[config.mk]
export PLATFORM = sky130hd
export DESIGN_NAME = adc_sar_redundant_recon
export DESIGN_NICKNAME = d
export VERILOG_FILES = /design/src/rtl/adc_sar_redundant_recon.sv
export SDC_FILE = /design/constraint.sdc
export NUM_CORES = 1
export LEC_CHECK = 0
export CAP_MARGIN = 20
export CELL_PAD_IN_SITES_DETAIL_PLACEMENT = 0
export CELL_PAD_IN_SITES_GLOBAL_PLACEMENT = 1
export CORE_MARGIN = 2
export CORE_UTILIZATION = 35
export CTS_BUF_LIST = sky130_fd_sc_hd__clkbuf_8
export CTS_CLUSTER_DIAMETER = 80
export CTS_CLUSTER_SIZE = 16
export DETAILED_ROUTE_END_ITERATION = 8
export PLACE_DENSITY = 0.77
export RECOVER_POWER = 25
export REMOVE_ABC_BUFFERS = 1
export SLEW_MARGIN = 20
export SYNTH_ARGS = -nofsm -noshare
export SYNTH_HDL_FRONTEND = slang
export SYNTH_SLANG_ARGS = --single-unit
[constraint.sdc]
create_clock -name clk -period 3.9 [get_ports clk]
set_clock_uncertainty 0.2 [all_clocks]
set_input_delay 0.585 -clock clk [delete_from_list [all_inputs] [get_ports clk]]
set_output_delay 0.585 -clock clk [all_outputs]
set_load 0.005 [all_outputs]
[src/rtl/adc_sar_redundant_recon.sv]
// Reconstructs SAR codes from redundant weighted comparator decisions and averages 2**avg_sel conversions.
// Latency: dout_valid rises in the 2nd cycle after the edge that samples the last decision of the group.
// Backpressure: none; decisions are taken only on cmp_valid in CONV, abort cancels the group at any time.
module adc_sar_redundant_recon #(
    parameter int N            = 8,
    parameter int M            = 10,
    parameter int AVG_MAX_LOG2 = 3
) (
    input  logic             clk,
    input  logic             rstb,
    input  logic             start,
    input  logic             abort,
    input  logic             cmp_valid,
    input  logic             cmp,
    input  logic [M*N-1:0]   weights,
    input  logic [1:0]       avg_sel,
    output logic [N-1:0]     dout,
    output logic             dout_valid,
    output logic             sat,
    output logic             busy
);

    localparam int DW = $clog2(M);
    localparam int AW = N + DW;
    localparam int SW = N + AVG_MAX_LOG2;
    localparam int CW = AVG_MAX_LOG2 + 1;

    localparam logic [DW-1:0] LAST_DEC = DW'(M - 1);
    localparam logic [AW-1:0] CODE_MAX = {{(AW-N){1'b0}}, {N{1'b1}}};
    localparam logic [1:0]    AVG_MAX  = 2'(AVG_MAX_LOG2);

    typedef enum logic [1:0] {
        IDLE = 2'd0,
        CONV = 2'd1,
        ACC  = 2'd2,
        WAIT = 2'd3
    } state_t;

    state_t          state_q, state_d;
    logic [DW-1:0]   dec_cnt_q, dec_cnt_d;
    logic [CW-1:0]   conv_cnt_q, conv_cnt_d;
    logic [AW-1:0]   acc_q, acc_d;
    logic [SW-1:0]   sum_q, sum_d;
    logic [1:0]      avg_q, avg_d;
    logic            grp_sat_q, grp_sat_d;
    logic [N-1:0]    dout_q, dout_d;
    logic            dout_valid_q, dout_valid_d;
    logic            sat_q, sat_d;

    logic [N-1:0]    w_sel;
    logic            clamp;
    logic [N-1:0]    code;
    logic [SW-1:0]   sum_inc;
    logic            conv_last;
    logic [1:0]      avg_eff;

    assign w_sel     = weights[dec_cnt_q*N +: N];
    assign clamp     = (acc_q > CODE_MAX);
    assign code      = clamp ? {N{1'b1}} : acc_q[N-1:0];
    assign sum_inc   = sum_q + SW'(code);
    assign conv_last = (conv_cnt_q == ((CW'(1) << avg_q) - CW'(1)));
    assign avg_eff   = (avg_sel > AVG_MAX) ? AVG_MAX : avg_sel;

    always_comb begin
        state_d      = state_q;
        dec_cnt_d    = dec_cnt_q;
        conv_cnt_d   = conv_cnt_q;
        acc_d        = acc_q;
        sum_d        = sum_q;
        avg_d        = avg_q;
        grp_sat_d    = grp_sat_q;
        dout_d       = dout_q;
        dout_valid_d = 1'b0;
        sat_d        = sat_q;

        // Abort wins over everything; the next start re-initialises the group state.
        if (abort) begin
            state_d = IDLE;
        end else begin
            unique case (state_q)
                IDLE: begin
                    if (start) begin
                        state_d    = CONV;
                        avg_d      = avg_eff;
                        dec_cnt_d  = '0;
                        conv_cnt_d = '0;
                        acc_d      = '0;
                        sum_d      = '0;
                        grp_sat_d  = 1'b0;
                    end
                end
                CONV: begin
                    if (cmp_valid) begin
                        if (cmp) begin
                            acc_d = acc_q + AW'(w_sel);
                        end
                        dec_cnt_d = dec_cnt_q + DW'(1);
                        if (dec_cnt_q == LAST_DEC) begin
                            state_d = ACC;
                        end
                    end
                end
                ACC: begin
                    sum_d      = sum_inc;
                    conv_cnt_d = conv_cnt_q + CW'(1);
                    grp_sat_d  = grp_sat_q | clamp;
                    if (conv_last) begin
                        dout_d       = N'(sum_inc >> avg_q);
                        sat_d        = grp_sat_q | clamp;
                        dout_valid_d = 1'b1;
                        state_d      = IDLE;
                    end else begin
                        acc_d     = '0;
                        dec_cnt_d = '0;
                        state_d   = WAIT;
                    end
                end
                WAIT: begin
                    if (start) begin
                        state_d = CONV;
                    end
                end
                default: state_d = IDLE;
            endcase
        end
    end

    always_ff @(posedge clk or negedge rstb) begin
        if (!rstb) begin
            state_q      <= IDLE;
            dec_cnt_q    <= '0;
            conv_cnt_q   <= '0;
            acc_q        <= '0;
            sum_q        <= '0;
            avg_q        <= '0;
            grp_sat_q    <= 1'b0;
            dout_q       <= '0;
            dout_valid_q <= 1'b0;
            sat_q        <= 1'b0;
        end else begin
            state_q      <= state_d;
            dec_cnt_q    <= dec_cnt_d;
            conv_cnt_q   <= conv_cnt_d;
            acc_q        <= acc_d;
            sum_q        <= sum_d;
            avg_q        <= avg_d;
            grp_sat_q    <= grp_sat_d;
            dout_q       <= dout_d;
            dout_valid_q <= dout_valid_d;
            sat_q        <= sat_d;
        end
    end

    assign dout       = dout_q;
    assign dout_valid = dout_valid_q;
    assign sat        = sat_q;
    assign busy       = (state_q != IDLE);

endmodule

Yosys cells after proc, flatten, opt, wreduce, memory -nomap -nowiden
Index checks and enable logic that the tools add are counted.
{ "totals": {"word_cells": 70, "in_bits": 88, "out_inout_bits": 11, "ff_bits": 46} }
{ "classes": {"n_eq_ne": 12, "mux": 25, "add_sub_neg": 5, "n_reduce_logical": 11, "bitwise": 2, "n_shift": 3, "n_lt_le_gt_ge": 2} }
{ "op_table": {"columns": ["op", "n"], "rows": [
  ["variable part select 80 x 8 -> 8 bit", 1],
  ["2-to-1 mux 12 bit", 4],
  ["case mux 12 bit (3 select lines)", 1],
  ["case mux 11 bit (2 select lines)", 1],
  ["adder 12 x 8 -> 12 bit", 1],
  ["> comparator 12 x 8 -> 1 bit (second input constant)", 1],
  ["2-to-1 mux 2 bit", 6],
  ["2-to-1 mux 4 bit", 3],
  ["case mux 4 bit (3 select lines)", 1],
  ["AND reduction 3 bit", 4],
  ["adder 11 x 8 -> 11 bit", 1],
  ["2-to-1 mux 11 bit", 1],
  [">> shifter 11 x 2 -> 8 bit", 1],
  ["adder 4 x 1 -> 4 bit (second input constant)", 2],
  ["2-to-1 mux 8 bit", 1],
  ["inequality test 2 bit (second input constant)", 4],
  ["case mux 4 bit (2 select lines)", 1],
  ["inequality test 3 bit (second input constant)", 2],
  ["case mux 2 bit (3 select lines)", 1],
  ["AND reduction 6 bit", 1],
  ["AND reduction 5 bit", 1],
  ["== test 2 bit (second input constant)", 2],
  ["== test 4 bit", 1],
  ["== test 4 bit (second input constant)", 1],
  ["13 further kinds", 17]
]} }

Logic depth before layout (Yosys ltp)
{ "logic_depth": {"depth_word": 6, "depth_mapped": 14, "ltp_nobuf": 12} }

Least setup slack after synthesis
OpenSTA, ideal clock, no wires.
{ "synth_timing": {"kind": "reg2reg", "startpoint": "register dec_cnt_q[0]", "endpoint": "register acc_q[8]", "path_stages_with_launch": 15, "setup_time_ns": 0.121, "arrival_ns": 3.463, "synth_period_minus_slack_ns": 3.783, "required_time_ns": 3.579, "n_path_buf": 3, "path_slack_ns": 0.117, "path_cell_list": "dfrtp_1 > buf_2 > buf_2 > buf_2 > mux2_2 > a221oi_1 > nor2_1 > ha_1 > fa_1 > a21o_1 > a21oi_1 > o21ai_0 > o211ai_1 > mux2_2 > a22o_1"} }
{ "synth_between": {"elab_chain_len": 5} }
{ "synth_lines": {"columns": ["element", "line", "text"], "rows": [
  ["from (decl)", "40", "logic [DW-1:0] dec_cnt_q, dec_cnt_d;"],
  ["from (signal assigned)", "142", "dec_cnt_q <= dec_cnt_d;"],
  ["variable part select 80 x 8 -> 8 bit", "57", "assign w_sel = weights[dec_cnt_q*N +: N];"],
  ["adder 12 x 8 -> 12 bit", "95", "acc_d = acc_q + AW'(w_sel);"],
  ["2-to-1 mux 12 bit", "94", "if (cmp) begin"],
  ["2-to-1 mux 12 bit", "93", "if (cmp_valid) begin"],
  ["case mux 12 bit (3 select lines)", "80", "unique case (state_q)"],
  ["to (signal assigned)", "133", "acc_q <= '0;"],
  ["to (signal assigned)", "144", "acc_q <= acc_d;"],
  ["to (decl)", "42", "logic [AW-1:0] acc_q, acc_d;"]
]} }
No other way between the ends. The select of a mux whose other input is x is not followed.
A chain may end at the register's enable or synchronous reset.

Final worst setup path
Ends and elaborated chain as after synthesis.

==> out/metrics.cfg <==
[status]
status=finished, violations left
violations=capacitance limit, slew limit

[clock_tree]
post_cts_buffers=0
clockBufferDepth=2
root_buffer=clkbuf_8
clk_pin_slew_ps=90
cts_tree=done
postCtsHoldBufs=0
htree_levels=2
clkSinkCount=46
cts_made_buffers=5
worstSkewPairLatency_ps=300
postCtsResizedCells=0

[die]
fp.dieArea_sq_um=11800
start_util=0.356
die_w_um=109
core_sq_um=10800
rows=38
pin_count=99
die_h_um=109

[sta]
fin_tns_setup_ps=0
hold_ws_ps=295
rsz0062_at_grt=false
relSlewSlack=-0.698
final-hold-violation-count=0
fin_crit_sh=0.901
setup_viol=0
max_freq_mhz=284
fin_crit_ps=3520
worst_slew_pin_slew_ps=2550
slew_violations=47
worst_slack_ps=385

[layout]
finalInstanceArea_sq_um=5050
fin_util=0.468
nets=617
diodes=0
area_growth_pct=31.5
drive_gt1_frac=0.114
fill_cells=1021
final_cell_mix=clkdlybuf4s50_1, dfrtp_1, nand2_1, a21oi_1
layout.cells.non_filler=642
final_common_cell=clkdlybuf4s50_1

[power]
power_leakage_nw=2.15
power_mw=2.80
power.density_nw_per_um2=554
ir_drop_uv=228

[grt]
grt_pass1_wl_um=16700
use_met1=0.220
grt_util_met3=0.0269
grt_pass1_vias=3617
grt_start_max_net_pins=47
globalRoute.busiestLayer=met2
grtUsageTotal=0.177
antenna_found_initial=0
met2_usage=0.320
grt-ovfl-total=0

[synth]
synth_edf_count=0
synth_cells=409
synthFlopType=dfrtp_1
syn_area_sq_um=3840
syn_area_per_cell_sq_um=9.39
yosysSeqAreaShare=0.300
synth-seq-cells=46
ys_types=61
synthArstFlopShare=1.00
yosysWarnings=0

[placed_design]
place_area_sq_um=4970
place_hpwl_um=7870
dp_slack_ps=52.3
placed_cells=635
port_buffers=98
gp_congestion=0.852

[detailed_routing]
vias=3469
via_per_inst=5.40
ant_nets=0
dr.pass1.iters=4
drt-total-wl_um=9820
first_iter_violations=230
wl_per_cell_um=15.3
drc=0

[critical_path]
critPathMaxFanout=29
startpoint_type=flop
worstPathArrival_ps=3520
critPathRequiredTime_ps=3900
path_class=reg -> reg
cp-end-kind=flop

[job]
drv_cap=1

[worst_hold_path]
worst_hold_path_type=reg -> reg

where the power goes:
group | leakage (nW) | internal, mW | switching, mW | total (mW)
Clock | 0.0414 | 0.121 | 0.166 | 0.287
Sequential | 0.622 | 0.599 | 0.172 | 0.772
Combinational | 1.49 | 0.889 | 0.852 | 1.74
Total | 2.15 | 1.61 | 1.19 | 2.80
state kept, by name, summed over array words and instances (netlist names):
name        count
dec_cnt_q       4
state_q         2
dout_valid      1
conv_cnt_q      4
sat             1
acc_q          12
avg_q           2
sum_q          11
dout            8
grp_sat_q       1
cells in the mapped netlist (2+ instances only):
cell / count / area share
a211oi_1: 2 / 0.0039
a2bb2oi_1: 3 / 0.0068
inv_1: 19 / 0.019
a21o_1: 6 / 0.012
o31ai_1: 2 / 0.0039
nand2_1: 36 / 0.035
xnor2_1: 11 / 0.025
ha_1: 25 / 0.081
buf_2: 6 / 0.0078
nand3_1: 7 / 0.0091
nor3_1: 7 / 0.0091
clkbuf_1: 13 / 0.013
mux2i_1: 8 / 0.021
a21boi_0: 2 / 0.0039
o21ai_2: 2 / 0.0046
a221oi_1: 9 / 0.021
a31oi_1: 6 / 0.0098
dfrtp_1: 46 / 0.30
o22ai_1: 3 / 0.0049
nor2_1: 28 / 0.027
a211oi_2: 2 / 0.0065
or3_1: 3 / 0.0049
a22o_1: 6 / 0.014
a21oi_1: 33 / 0.043
a22oi_1: 5 / 0.0098
xor2_1: 5 / 0.011
mux2_2: 13 / 0.038
and3_1: 3 / 0.0049
nor2b_1: 3 / 0.0049
buf_6: 2 / 0.0059
o211ai_1: 4 / 0.0078
o21bai_1: 3 / 0.0059
nand2b_1: 12 / 0.020
o221ai_1: 2 / 0.0046
clkinv_1: 2 / 0.0020
mux4_2: 16 / 0.094
o21ai_0: 29 / 0.038
fa_1: 2 / 0.010
path summary, 6_finish.rpt:
check	depth (start not counted)	start	endpoint	slack, ps
min	2	sum_q[0]	sum_q[0]	290
max	12	dec_cnt_q[0]	acc_q[8]	380
min in group asynchronous	1	rstb	sum_q[2]	860
max reg2reg	12	dec_cnt_q[0]	acc_q[8]	380
min reg2reg	2	sum_q[0]	sum_q[0]	290
max in group asynchronous	1	rstb	sum_q[6]	1170
area by class of cell:
type                            instances  area, sq um  area share
Clock buffer                            5         68.8      0.0136
Clock inverter                          2         11.3     0.00223
Inverter                               22         82.6      0.0164
Multi-Input combinational cell        320         2510       0.496
Sequential cell                        46         1150       0.228
Tap cell                              140          175      0.0347
Timing Repair Buffer                  107         1050       0.209
critical path, stage by stage, from the launching register on:
cell and delay (ps):
dfrtp_1 380, buf_12 210, mux4_2 530, a221oi_1 290
nor2_1 80, ha_1 210, fa_1 400, a21o_1 180
a21oi_1 180, o21ai_0 110, o211ai_1 100, mux2_2 350
a22o_1 180
routing by layer:
metal  up-vias  wire length [um]
met2       114              4900
li1       1711                 -
met4         0               133
met3        12               566
met1      1632              4220
met5         -                 0
cells by family after synthesis:
logic type | share of synthesized area
and+or+nand+nor | 0.132
xor gates and xnor gates | 0.0365
adders and majority gates | 0.0919
buffers and inverters | 0.0479
AOI/OAI and AO/OA | 0.239
DFF | 0.300
muxes | 0.153
Note: power is estimated with default switching activity, not from simulation.
